`src/rtl/qif_sweep_if.sv`:
```
// qif_sweep_if: host/consumer bundle of the QIF sweep scheduler (tick, B config, spike stream, status)
// Ports (signals): tick, cfg_we, cfg_addr, cfg_b, spk_ready driven by the host (master);
//                  spk_valid, spk_id, v_out, v_id, busy, done, overrun driven by the scheduler (slave).
interface qif_sweep_if #(parameter int AW = 2);
    logic          tick, cfg_we, spk_ready;
    logic [AW-1:0] cfg_addr;
    logic [7:0]    cfg_b;
    logic          spk_valid, busy, done, overrun;
    logic [AW-1:0] spk_id, v_id;
    logic [7:0]    v_out;
    modport master (
        output tick, cfg_we, cfg_addr, cfg_b, spk_ready,
        input  spk_valid, spk_id, v_out, v_id, busy, done, overrun
    );
    modport slave (
        input  tick, cfg_we, cfg_addr, cfg_b, spk_ready,
        output spk_valid, spk_id, v_out, v_id, busy, done, overrun
    );
endinterface

```
`src/rtl/qif_sweep_scheduler.sv`:
```
// qif_sweep_scheduler: one QIF membrane-update datapath time-multiplexed over N virtual neurons
// Ports: clk; rst (synchronous, active-low); bus (qif_sweep_if.slave) carrying tick, cfg_we/cfg_addr/cfg_b,
//        spk_valid/spk_ready/spk_id, v_out/v_id, busy, done, overrun.
// Option: define QIF_REFRACTORY_EN to hold a neuron at VRESET for REFR sweeps after each spike.
module qif_sweep_scheduler #(
    parameter int         N      = 4,
    parameter int         AW     = 2,
    parameter logic [7:0] THRESH = 8'd200,
    parameter logic [7:0] VRESET = 8'd0,
    parameter int         QSHIFT = 6,
    parameter int         REFR   = 2
) (
    input logic        clk,
    input logic        rst,
    qif_sweep_if.slave bus
);
    typedef enum logic [1:0] {IDLE, FETCH, UPDATE, EMIT} state_t;
    state_t        state, state_n;
    logic [AW-1:0] idx, spk_id, v_id;
    logic [7:0]    v_mem [N];
    logic [7:0]    b_mem [N];
    logic [7:0]    v_lat, b_lat, v_new, v_out;
    logic [16:0]   v_ext, sum;
    logic          hold, spike, last, adv, done, overrun;

    // 17-bit sum cannot wrap: 255 + (255*255 >> QSHIFT) + 255 stays well inside it
    assign v_ext = {9'd0, v_lat};
    assign sum   = v_ext + ((v_ext * v_ext) >> QSHIFT) + {9'd0, b_lat};
    assign spike = !hold && sum >= {9'd0, THRESH};
    assign v_new = (spike || hold) ? VRESET : sum[7:0];
    assign last  = idx == AW'(N - 1);
    assign adv   = (state == UPDATE && !spike) || (state == EMIT && bus.spk_ready);

`ifdef QIF_REFRACTORY_EN
    localparam int CW = REFR > 0 ? $clog2(REFR + 1) : 1;
    logic [CW-1:0] cnt [N];
    assign hold = cnt[idx] != '0;
    always_ff @(posedge clk) begin
        if (!rst)
            for (int i = 0; i < N; i++) cnt[i] <= '0;
        else if (state == UPDATE)
            cnt[idx] <= hold ? cnt[idx] - CW'(1) : spike ? CW'(REFR) : cnt[idx];
    end
`else
    // never true: without the refractory counter every neuron integrates every sweep
    assign hold = REFR < 0;
`endif

    always_ff @(posedge clk) begin
        if (!rst) state <= IDLE;
        else      state <= state_n;
    end

    always_comb begin
        state_n = state;
        if (state == IDLE && bus.tick) state_n = FETCH;
        else if (state == FETCH)        state_n = UPDATE;
        else if (state == UPDATE && spike) state_n = EMIT;
        else if (adv)                   state_n = last ? IDLE : FETCH;
    end

    // B writes land at the same edge FETCH latches, so a same-cycle write to the fetched index is not seen
    always_ff @(posedge clk) begin
        if (!rst) begin
            idx     <= '0;
            done    <= 1'b0;
            overrun <= 1'b0;
            spk_id  <= '0;
            v_id    <= '0;
            v_out   <= '0;
            v_lat   <= '0;
            b_lat   <= '0;
            for (int i = 0; i < N; i++) begin
                v_mem[i] <= VRESET;
                b_mem[i] <= '0;
            end
        end else begin
            done <= adv && last;
            if (adv) idx <= last ? '0 : idx + AW'(1);
            if (bus.tick && state != IDLE) overrun <= 1'b1;
            if (bus.cfg_we) b_mem[bus.cfg_addr] <= bus.cfg_b;
            if (state == FETCH) begin
                v_lat <= v_mem[idx];
                b_lat <= b_mem[idx];
            end
            if (state == UPDATE) begin
                v_mem[idx] <= v_new;
                v_out      <= v_new;
                v_id       <= idx;
                if (spike) spk_id <= idx;
            end
        end
    end

    assign bus.busy      = state != IDLE;
    assign bus.spk_valid = state == EMIT;
    assign bus.spk_id    = spk_id;
    assign bus.v_out     = v_out;
    assign bus.v_id      = v_id;
    assign bus.done      = done;
    assign bus.overrun   = overrun;
endmodule

```
`src/flat_wrapper.sv`:
```
// flat-port wrapper written by rule: the top's interface ports become plain ports
module qif_sweep_scheduler_flat 
#(
    parameter int         N      = 4,
    parameter int         AW     = 2,
    parameter logic [7:0] THRESH = 8'd200,
    parameter logic [7:0] VRESET = 8'd0,
    parameter int         QSHIFT = 6,
    parameter int         REFR   = 2
)
  (clk, rst, bus_tick, bus_cfg_we, bus_cfg_addr, bus_cfg_b, bus_spk_ready, bus_spk_valid, bus_spk_id, bus_v_out, bus_v_id, bus_busy, bus_done, bus_overrun);
  qif_sweep_if #(.AW(AW)) bus_i ();
  input logic clk;
  input logic rst;
  input wire logic [$bits(bus_i.tick)-1:0] bus_tick;
  input wire logic [$bits(bus_i.cfg_we)-1:0] bus_cfg_we;
  input wire logic [$bits(bus_i.cfg_addr)-1:0] bus_cfg_addr;
  input wire logic [$bits(bus_i.cfg_b)-1:0] bus_cfg_b;
  input wire logic [$bits(bus_i.spk_ready)-1:0] bus_spk_ready;
  output wire logic [$bits(bus_i.spk_valid)-1:0] bus_spk_valid;
  output wire logic [$bits(bus_i.spk_id)-1:0] bus_spk_id;
  output wire logic [$bits(bus_i.v_out)-1:0] bus_v_out;
  output wire logic [$bits(bus_i.v_id)-1:0] bus_v_id;
  output wire logic [$bits(bus_i.busy)-1:0] bus_busy;
  output wire logic [$bits(bus_i.done)-1:0] bus_done;
  output wire logic [$bits(bus_i.overrun)-1:0] bus_overrun;
  assign bus_i.tick = bus_tick;
  assign bus_i.cfg_we = bus_cfg_we;
  assign bus_i.cfg_addr = bus_cfg_addr;
  assign bus_i.cfg_b = bus_cfg_b;
  assign bus_i.spk_ready = bus_spk_ready;
  assign bus_spk_valid = bus_i.spk_valid;
  assign bus_spk_id = bus_i.spk_id;
  assign bus_v_out = bus_i.v_out;
  assign bus_v_id = bus_i.v_id;
  assign bus_busy = bus_i.busy;
  assign bus_done = bus_i.done;
  assign bus_overrun = bus_i.overrun;
  qif_sweep_scheduler #(.N(N), .AW(AW), .THRESH(THRESH), .VRESET(VRESET), .QSHIFT(QSHIFT), .REFR(REFR)) u_core (.clk(clk), .rst(rst), .bus(bus_i));
endmodule
```
`config.mk`:
```
export PLATFORM = sky130hd
export DESIGN_NAME = qif_sweep_scheduler_flat
export DESIGN_NICKNAME = d
export VERILOG_FILES = /design/src/rtl/qif_sweep_if.sv /design/src/rtl/qif_sweep_scheduler.sv /design/src/flat_wrapper.sv
export SDC_FILE = /design/constraint.sdc
export NUM_CORES = 1
export LEC_CHECK = 0
export BUFFER_PORTS_ARGS = -buffer_cell sky130_fd_sc_hd__buf_4
export CORE_ASPECT_RATIO = 1.25
export CORE_MARGIN = 2
export CORE_UTILIZATION = 56
export DETAILED_ROUTE_END_ITERATION = 8
export PLACE_DENSITY = 0.88
export SYNTH_ARGS = -nofsm -noshare
export SYNTH_HDL_FRONTEND = slang
export SYNTH_SLANG_ARGS = --single-unit
```
`constraint.sdc`:
```
create_clock -name clk -period 6.81 [get_ports clk]
set_input_delay 0.3405 -clock clk [delete_from_list [all_inputs] [get_ports clk]]
set_output_delay 0.3405 -clock clk [all_outputs]
set_load 0.05 [all_outputs]
```
=== After elaboration in Yosys (flattened, before gate mapping) ===
Memory sizes are Yosys's and may differ from the RTL's. A register that Yosys moved wholly into a read port is not among the register bits.
Cells that the tools add are included.
Widths: inputs -> output; s select.

* $add $sub $neg: 3
* Multiply operators: 1
* Magnitude comparators: 1
* Equality and inequality tests: 4
* Mux-type cells: 20
* Bitwise logic cells: 1
* Reduce and logical (&&, ||, !) cells: 18

{| class="wikitable"
|+ Operators with widths
! kind !! number
|-
| $mux 8 || 3
|-
| $add 17x8->17 || 1
|-
| $ge 17x8->1 const B || 1
|-
| $mul 8x8->16 || 1
|-
| $reduce_or 8->1 || 2
|-
| $add 8x11->12 || 1
|-
| $mux 2 || 6
|-
| $mux 1 || 11
|-
| $eq 2x2->1 const B || 3
|-
| $logic_and 1x1->1 || 6
|-
| $reduce_bool 4->1 || 1
|-
| $logic_not 1->1 || 3
|-
| $reduce_bool 3->1 || 1
|-
| $add 2x1->2 const B || 1
|-
| $eq 2x1->1 const B || 1
|-
| $logic_not 2->1 || 1
|-
| $reduce_and 2->1 || 1
|-
| $reduce_bool 2->1 || 1
|-
| $reduce_or 2->1 || 1
|-
| $logic_or 1x1->1 || 1
|-
| $not 1->1 || 1
|}

* Flip-flop bits (word level): 18
* Bits in writable memories: 64
* Input bits: 15
* Word-level logic and storage cells: 58
* Memories kept: 2

{| class="wikitable"
|+ Memories
! memory !! words !! width !! rd ports !! clocked after Yosys merged registers in !! wr ports !! line !! text
|-
| u_core.b_mem || 4 || 8 || 1 || 1 || 4 || qif_sweep_scheduler.sv:21 || <nowiki>logic [7:0] b_mem [N];</nowiki>
|-
| u_core.v_mem || 4 || 8 || 1 || 1 || 4 || qif_sweep_scheduler.sv:20 || <nowiki>logic [7:0] v_mem [N];</nowiki>
|}

=== Longest topological paths before layout ===
Gate-level depths: netlist of the first run.

* Word-level depth: 11
* Depth in mapped cells: 31
* Gate-level depth less buffers: 30

=== Worst setup path after synthesis of the first run ===
No wires, ideal clock.

* Kind: reg-to-reg
* Start: reg u_core.v_lat[6] (read register of u_core.v_mem)
* End: mem u_core.v_mem[0][2] (data pin)
* Setup time: 170 ps
* Data arrival time: 6699 ps
* Required time: 6640 ps
* Setup slack: -59 ps
* Stages on the path, launching flop included: 31
* Buffers on the path: 2
* Period minus slack after synthesis: 6869 ps
* Path through: dfxtp_1 clkbuf_1 and2_1 ha_1 a31o_2 fa_1 inv_1 fa_1 fa_1 inv_1 ha_1 a21oi_1 o221ai_1 a21oi_1 or2_2 xnor2_1 ha_1 nand2_1 o21ai_0 nor2_1 xnor2_1 ha_1 a21o_1 nor3_1 o21ai_0 nand2_1 xor2_1 o21ba_2 o2111ai_4 buf_6 nor4_2

{| class="wikitable"
|+ RTL lines
! element !! line !! text
|-
| start, declared || qif_sweep_scheduler.sv:22 || <nowiki>logic [7:0] v_lat, b_lat, v_new, v_out;</nowiki>
|-
| end, declared || qif_sweep_scheduler.sv:20 ||
|}

==> results.yml, run 1 <==
route:
  drc: 0
  wire_per_inst_um: 23.6
  firstDrtPassIters: 4
  wl_met3_um: 1580
  drtIter0Drc: 433
  highest_layer: "met4"
  ant_nets: 0
  routed-via-count: 5137
  wl_met1_um: 6410
  vias_per_cell: 6.41
  wl_um: 18900
  met2_length_um: 9720
final_layout:
  diodes: 0
  multi_input_comb_area_um2: 4020
  final_cell_mix: "buf_4, nand2_1, edfxtp_1"
  drive_gt1_share_pct: 36.0
  nets: 747
  fillers: 603
  ff_latch_area_um2: 2630
  final_area_um2: 8100
  final_common_cell: "buf_4"
  fin_cells: 801
  syn2layout_area_growth_pct: 26.7
synthesis:
  synth_edf_count: 64
  synth_seq_cells: 98
  synth.area.top_cells: "edfxtp_1, dfxtp_1, ha_1"
  ys_async_sr_fraction_pct: 0
  synth_top_area_share_pct: 30.1
  syn_area_per_cell_um2: 10.9
  synth_nets: 672
  synthesis.area_um2: 6390
  ys.flop_type: "edfxtp_1"
  yosysTopAreaCell: "edfxtp_1"
  ys_types: 59
  yosysWarnings: 0
  netlist_instances: 586
  synth.yosys.seq_area_share_pct: 40.7
critical_path:
  crit_fanout: 6
  cp_data_required_time_ps: 6980
  cpMaxStageDelayCell: "fa_1"
  cp_slowest_stage_delay_ps: 520
  critPathLaunchType: "register"
  endpoint_kind: "register"
  critPathKind: "register to register"
  crit_arrival_ps: 7030
  ff2ff_path_depth: 31
cts:
  root_buffer: "clkbuf_16"
  clkTransAtPathRegs_ps: 90
  cts_tree: "yes"
  htree_levels: 3
  numCtsBuffers: 9
  worstSkewPairLatency_ps: 370
  cts_sinks: 98
  ctsHoldBuffers: 0
  cts_max_path_buffers: 2
sta:
  rsz0062_at_grt: "true"
  fin_ws_ps: -52.5
  layout_min_cycle_time_ps: 6860
  hold_viol_final: 0
  max_freq_ghz: 0.146
  tightest_slew_ps: 1210
  fin_crit_sh_pct: 101
  maxSlewViolCount: 0
  relSlewSlack_pct: 18.3
  finalSetupViolations: 2
  finalClockSkew_ps: 19.4
global_route:
  grt_pass1_wl_um: 26300
  grt_usage_pct: 27.8
  grt_start_max_net_pins: 48
  antenna_found_initial: 0
  gr-total-overflow: 0
  grt_pass1_vias: 5145
min_path:
  hold_path.class: "input port to register"
  worstHoldPathCells: 2
floorplanning:
  rows: 43
  die-width_um: 99.6
  core_area_um2: 11100
  start_util_pct: 57.4
  die_y_um: 123
  io_pins: 31
  die-area_um2: 12300
power_and_ir_drop:
  powerDensity_nw_per_um2: 188
  p_leak_nw: 3.38
  vdd_drop_max_mv: 0.279
placement:
  gp_congestion: 0.858
  dpl_cell_area_um2: 6900
  dp_hpwl_um: 9880
  place.port_buffers: 30
  pre_cts_ws_ps: -304
  dp.cells: 756
flow_run:
  drv_cap: 0
outcome:
  violations: "setup timing"
  status: "finished, violations left"
==> through the flow <==
stage	total power, mW	utilization (%)	hold WS, ps	setup TNS [ps]
6_report	1.53	72.7	290	-73.2
2_1_floorplan	0.832	-	448	0
5_1_grt	1.56	72.7	293	-5410
4_1_cts	1.45	68.5	284	0
3_5_place_dp	0.911	62.0	449	-7970
3_3_place_gp	0.900	62.0	442	0
==> flip-flops by register name, summed over array words and instances, names as in the netlist, 2 cells and up <==
name / count
u_core.b_lat: 8
u_core.b_mem: 32
u_core.bus.spk_id: 2
u_core.bus.v_id: 2
u_core.bus.v_out: 8
u_core.idx: 2
u_core.state: 2
u_core.v_lat: 8
u_core.v_mem: 32
==> power by group <==
part	internal (mW)	leakage, nW	switching, mW
clock	0.311	0.156	0.246
sequential	0.665	0.923	0.0192
combinational	0.108	2.30	0.176
==> cells in the mapped netlist, types with 2 or more instances <==
cell and count:
a211oi_1 2, dfxtp_1 34, nor2_1 26, o211ai_1 4, xnor2_1 14, a21oi_1 15, nor3b_1 2, fa_1 25
buf_1 5, ha_1 46, nand3_1 3, nand2_1 74, o21a_1 7, o21ai_0 18, mux4_2 16, or3_1 2
o31a_1 2, a21boi_0 18, edfxtp_1 64, nor3_1 20, or2_2 3, a21o_1 5, a31o_2 2, nand2b_1 9
clkbuf_1 14, buf_6 4, o21ai_1 3, and2_1 43, nor3_2 5, and3_1 8, nor2b_1 6, mux2i_1 5
a21oi_2 2, inv_1 44, nor4_2 8, xor2_1 5
==> layout make-up <==
class                   count  share of cell area, %
flip-flops and latches     98                   32.4
inverters                  44                   2.07
multi-input cells         420                   49.7
clock inverters             6                  0.881
repair buffers             88                   9.81
clock buffers              10                   3.09
well taps                 135                   2.09
==> critical path: cells and delay by family, from the launching register on <==
kind	cells	cell delay (ps)
simple gates	7	1150
flops	1	360
xor+xnor	2	290
compound gates	9	1510
fa+ha+maj	7	2570
buf+inv	6	790
==> cells by family (layout without fill, tap and decap cells) <==
| family | Yosys count | count (layout) | synth area share (%) |
|---|---|---|---|
| AND/OR/NAND/NOR | 210 | 210 | 17.3 |
| flip-flops | 98 | 98 | 40.7 |
| AO/OA/AOI/OAI | 97 | 97 | 11.3 |
| adder cells (fa/ha/maj) | 71 | 71 | 16.8 |
| buffers and inverters | 68 | 148 | 4.48 |
| multiplexers | 21 | 21 | 6.42 |
| XOR/XNOR | 20 | 20 | 2.86 |
| other | 1 | 1 | 0.0587 |
==> per-layer routing <==
layer / vias up / global-route usage, %
met1: 2502 / 33.3
met5: - / 0
met4: 0 / 14.0
li1: 2216 / -
met3: 81 / 4.35
met2: 338 / 48.7
==> final timing paths <==
path                   startpoint                  to  slack (ps)
hold / removal       bus_cfg_b[1]  u_core.b_mem[1][1]         290
setup reg to reg  u_core.v_lat[2]  u_core.v_mem[0][0]         -50
hold reg to reg   u_core.b_lat[2]     u_core.b_lat[2]         480
setup / recovery  u_core.v_lat[2]  u_core.v_mem[0][0]         -50
==> timing repair <==
item	CTS	global route
buffers inserted	13	12
cloned	3	2
endpoints found under the setup margin	44	47
endpoints found under the hold margin	0	0
pin swaps	29	56
gates resized for setup	51	85
Power figures use the tool's default switching activity.
==> inputs of run 2 (changes only) <==
- CORE_ASPECT_RATIO: 1.25 -> not set
- CORE_MARGIN: 2 -> 8
- SLEW_MARGIN: not set -> 25
==> results.yml, run 2 (synthesized netlist as in run 1, its figures left out) <==
outcome:
  status: "finished, violations left"
  violations: "setup timing"
final_layout:
  syn2layout_area_growth_pct: 29.7
  drive_gt1_share_pct: 38.0
  final_common_cell: "buf_4"
  reg_top3: "u_core.b_mem (32), u_core.v_mem (32)"
  nets: 765
  final_cell_mix: "buf_4, nand2_1, edfxtp_1"
  fin_cells: 827
  diodes: 0
critical_path:
  cp_slowest_stage_delay_ps: 560
  cp-startpoint: "u_core.v_lat[7]"
  crit_top_cell: "fa_1"
  crit_fanout: 6
  critPathKind: "register to register"
  crit_arrival_ps: 7220
  r2r_slack_ps: -260
  worstSetupEndpoint: "u_core.v_mem[0][0]"
  endpoint_kind: "register"
  cp_data_required_time_ps: 6970
  ff2ff_path_depth: 30
  worstReg2RegStart: "u_core.v_lat[7]"
  cpMaxStageDelayCell: "fa_1"
  r2r-end: "u_core.v_mem[0][0]"
  critPathLaunchType: "register"
floorplanning:
  io_pins: 31
  core_area_um2: 11300
  die-area_um2: 15100
  die_y_um: 123
  start_util_pct: 56.7
  rows: 39
  die-width_um: 123
cts:
  root_buffer: "clkbuf_16"
  clkTransAtPathRegs_ps: 70
  htree_levels: 3
  worstSkewPairLatency_ps: 360
  numCtsBuffers: 9
  ctsHoldBuffers: 0
  cts_tree: "yes"
  cts_sinks: 98
  cts_max_path_buffers: 2
global_route:
  grt_pass1_vias: 5103
  grt_pass1_wl_um: 25400
  grt_usage_pct: 21.7
  gr-total-overflow: 0
  antenna_found_initial: 0
  grt_start_max_net_pins: 48
power_and_ir_drop:
  p_int_mw: 1.08
  power.switching_uw: 434
  vdd_drop_max_mv: 0.265
  powerDensity_nw_per_um2: 183
  p_clk_share_pct: 34.9
  switching_share_pct: 28.7
  combPwrFrac_pct: 19.9
  power.total_mw: 1.51
  seq_power_share_pct: 45.2
  p_leak_nw: 3.49
sta:
  finalSetupViolations: 42
  fin_ws_ps: -255
  maxSlewViolCount: 0
  rsz0062_at_grt: "true"
  finalClockSkew_ps: 8.71
  layout_min_cycle_time_ps: 7070
  fin_crit_sh_pct: 104
  relSlewSlack_pct: 21.5
  hold_viol_final: 0
  max_freq_ghz: 0.142
  tightest_slew_ps: 1170
  setup_tns_ps: -5580
min_path:
  hold_path.class: "input port to register"
route:
  drc: 0
  vias_per_cell: 6.30
  routed-via-count: 5213
  drtIter0Drc: 633
  wl_um: 18400
  wire_per_inst_um: 22.2
  firstDrtPassIters: 5
  ant_nets: 0
placement:
  pre_cts_ws_ps: -261
  gp_congestion: 0.845
  place.port_buffers: 30
  dp.cells: 765
  dp_hpwl_um: 9780
flow_run:
  drv_cap: 0
## run 2: changes by cell type in the layout (fill, tap and decap cells not counted), sizes merged
cell | before | now
clkinv | 2 | 1
clkbuf | 12 | 14
buf | 86 | 103
## run 2: metal layers
| layer | up-vias | GRT usage, % | part of all wire [%] |
|---|---|---|---|
| met5 | - | 0 | 0 |
| met1 | 2549 | 24.9 | 37 |
| met4 | 0 | 10.7 | 5.1 |
| met3 | 88 | 4.46 | 7.5 |
| met2 | 322 | 37.7 | 50 |
| li1 | 2254 | - | - |
## run 2: critical path, delay by kind of cell, from the launching register on
kind	cells	cell delay, ps
AO/OA/AOI/OAI	9	1460
XOR/XNOR	1	290
adder cells (fa/ha/maj)	7	3120
buffers and inverters	5	520
flip-flops	1	360
AND/OR/NAND/NOR	8	1110
## run 2: layout make-up
class	instances	area [um^2]
clock buffers	11	243
multi-input cells	420	4070
repair buffers	106	952
well taps	143	179
flip-flops and latches	98	2620
fillers	637	2980
clock inverters	5	60.1
inverters	44	170
## run 2: power groups by stage
stage	registers, mW	logic (mW)	clock network (mW)
finish	0.684	0.301	0.528
global route	0.687	0.317	0.549
CTS	0.680	0.237	0.516
detailed placement	0.692	0.216	0
global placement	0.689	0.209	0
floorplan	0.696	0.136	0
## run 2: worst min-delay path by stage
stage                                   start                  end  depth (start not counted)
after floorplan               u_core.b_lat[3]      u_core.b_lat[3]                          2
after global placement    u_core.bus.v_out[6]  u_core.bus.v_out[6]                          2
final                                bus_tick   u_core.bus.overrun                          3
after CTS                            bus_tick   u_core.bus.overrun                          3
after detailed placement  u_core.bus.v_out[2]  u_core.bus.v_out[2]                          2
after global routing                 bus_tick   u_core.bus.overrun                          3
## run 2: per-stage QoR
step	instance area (um^2)	hold WS, ps	util, %
finish	8290	248	73.5
global route	8290	249	73.5
CTS	7700	250	68.3
detailed placement	6920	446	61.4
global placement	6920	447	61.4
floorplan	6400	448	-
## run 2: timing repair
item / 4_1_cts / 5_1_grt
buffers inserted: 29 / 15
cloned: 3 / 3
setup endpoints to repair: 47 / 47
resized for setup: 47 / 103
pin swaps: 33 / 59
==> inputs of run 3 (changes only) <==
- REMOVE_ABC_BUFFERS: not set -> 1
==> results.yml, run 3 (synthesized netlist as in run 1, its figures left out) <==
outcome:
  status: "finished, violations left"
  violations: "setup timing"
floorplanning:
  die-area_um2: 15100
  die-width_um: 123
  io_pins: 31
  rows: 39
  core_area_um2: 11300
  start_util_pct: 56.7
  die_y_um: 123
critical_path:
  crit_fanout: 8
  cp_data_required_time_ps: 6990
  path_delay_family: "compound AO/OA/AOI/OAI gates"
  path_buf_inv: 7
  critPathLaunchType: "register"
  cpMaxStageDelayCell: "fa_1"
  r2r_slack_ps: -170
  critPathKind: "register to register"
  crit_arrival_ps: 7160
  endpoint_kind: "register"
  cp_slowest_stage_delay_ps: 480
power_and_ir_drop:
  p_int_mw: 1.13
  p_clk_share_pct: 38.7
  combPwrFrac_pct: 17.6
  vdd_drop_max_mv: 0.216
  power.switching_uw: 425
  p_leak_nw: 3.41
  power.total_mw: 1.56
  seq_power_share_pct: 43.7
  switching_share_pct: 27.3
  powerDensity_nw_per_um2: 192
global_route:
  gr-total-overflow: 0
  antenna_found_initial: 0
  grt_pass1_wl_um: 25600
  grt_start_max_net_pins: 48
  grt_usage_pct: 21.9
  grt_pass1_vias: 5313
route:
  ant_nets: 0
  drtIter0Drc: 540
  drc: 0
  routed-via-count: 5043
  wl_um: 17500
  firstDrtPassIters: 5
  wire_per_inst_um: 21.2
  vias_per_cell: 6.11
placement:
  gp_congestion: 0.877
  dp_hpwl_um: 10400
  dpl_cell_area_um2: 7010
  dp.cells: 778
  place.port_buffers: 30
final_layout:
  fin_cells: 826
  final_core_util_pct: 72.0
  final_common_cell: "buf_4"
  syn2layout_area_growth_pct: 27.0
  final_cell_mix: "buf_4, nand2_1, edfxtp_1"
  final_area_um2: 8120
  drive_gt1_share_pct: 36.3
  reg_top3: "u_core.b_mem (32), u_core.v_mem (32)"
  fillers: 674
  nets: 764
  diodes: 0
sta:
  maxSlewViolCount: 0
  whs_ps: 262
  max_freq_ghz: 0.143
  layout_min_cycle_time_ps: 6980
  fin_crit_sh_pct: 103
  hold_viol_final: 0
  finalSetupViolations: 42
  finalClockSkew_ps: 15.5
  tightest_slew_ps: 1050
  rsz0062_at_grt: "true"
  fin_ws_ps: -171
  relSlewSlack_pct: 29.8
cts:
  cts_tree: "yes"
  numCtsBuffers: 9
  cts_max_path_buffers: 2
  ctsHoldBuffers: 0
  clkTransAtPathRegs_ps: 80
  root_buffer: "clkbuf_16"
  cts_sinks: 98
  worstSkewPairLatency_ps: 360
  htree_levels: 3
flow_run:
  drv_cap: 0
min_path:
  hold_path.class: "input port to register"
run 3: changes by cell type in the layout (fill, tap and decap cells not counted), sizes merged:
cell / delta
clkinvlp: -1
clkinv: +1
bufinv: +2
buf: +2
clkbuf: -5
run 3: layout make-up:
class / instances / area [um^2] / share of cell area [%]
Multi-Input combinational cell: 420 / 3950 / 48.7
Sequential cell: 98 / 2630 / 32.3
Timing Repair Buffer: 105 / 846 / 10.4
Clock buffer: 9 / 225 / 2.77
Tap cell: 143 / 179 / 2.20
Inverter: 44 / 168 / 2.07
Clock inverter: 7 / 123 / 1.51
run 3: what timing repair did:
action                     in CTS  in global routing
cloned                          1                  0
resized for setup              40                 91
buffers inserted               24                 10
setup endpoints to repair      47                 47
pin swaps                      23                 62
run 3: per-layer routing:
layer  wire length (um)  vias up  global-route usage [%]
li1                   -     2249                       -
met1               5950     2465                    22.2
met2               9660      251                    41.2
met3               1040       78                    4.37
met4                857        0                    11.6
met5                  0        -                       0
run 3: worst paths after layout:
kind / from / end / cells after the start
setup / recovery: u_core.v_lat[2] / u_core.v_mem[2][3] / 31
hold / removal: bus_tick / u_core.bus.overrun / 3
setup reg to reg: u_core.v_lat[2] / u_core.v_mem[2][3] / 31
hold reg to reg: u_core.bus.spk_id[0] / u_core.bus.spk_id[0] / 2
run 3: worst min-delay path, cell delays in order:
cell	delay, ps
buf_4	90
a21oi_1	60
nor2b_1	90
run 3: through the flow:
step | worst slack, ps | TNS [ps]
2_1_floorplan | -296 | -8500
3_3_place_gp | -6.28 | -6.28
3_5_place_dp | -319 | -8850
4_1_cts | 5.50 | 0
5_1_grt | -440 | -12630
6_report | -171 | -2560
run 3: power by group through the flow:
stage               Combinational [mW]  Clock, mW  Sequential [mW]
global route                     0.290      0.631            0.684
CTS                              0.232      0.598            0.680
finish                           0.274      0.604            0.681
global placement                 0.208          0            0.690
floorplan                        0.122          0            0.702
detailed placement               0.217          0            0.693
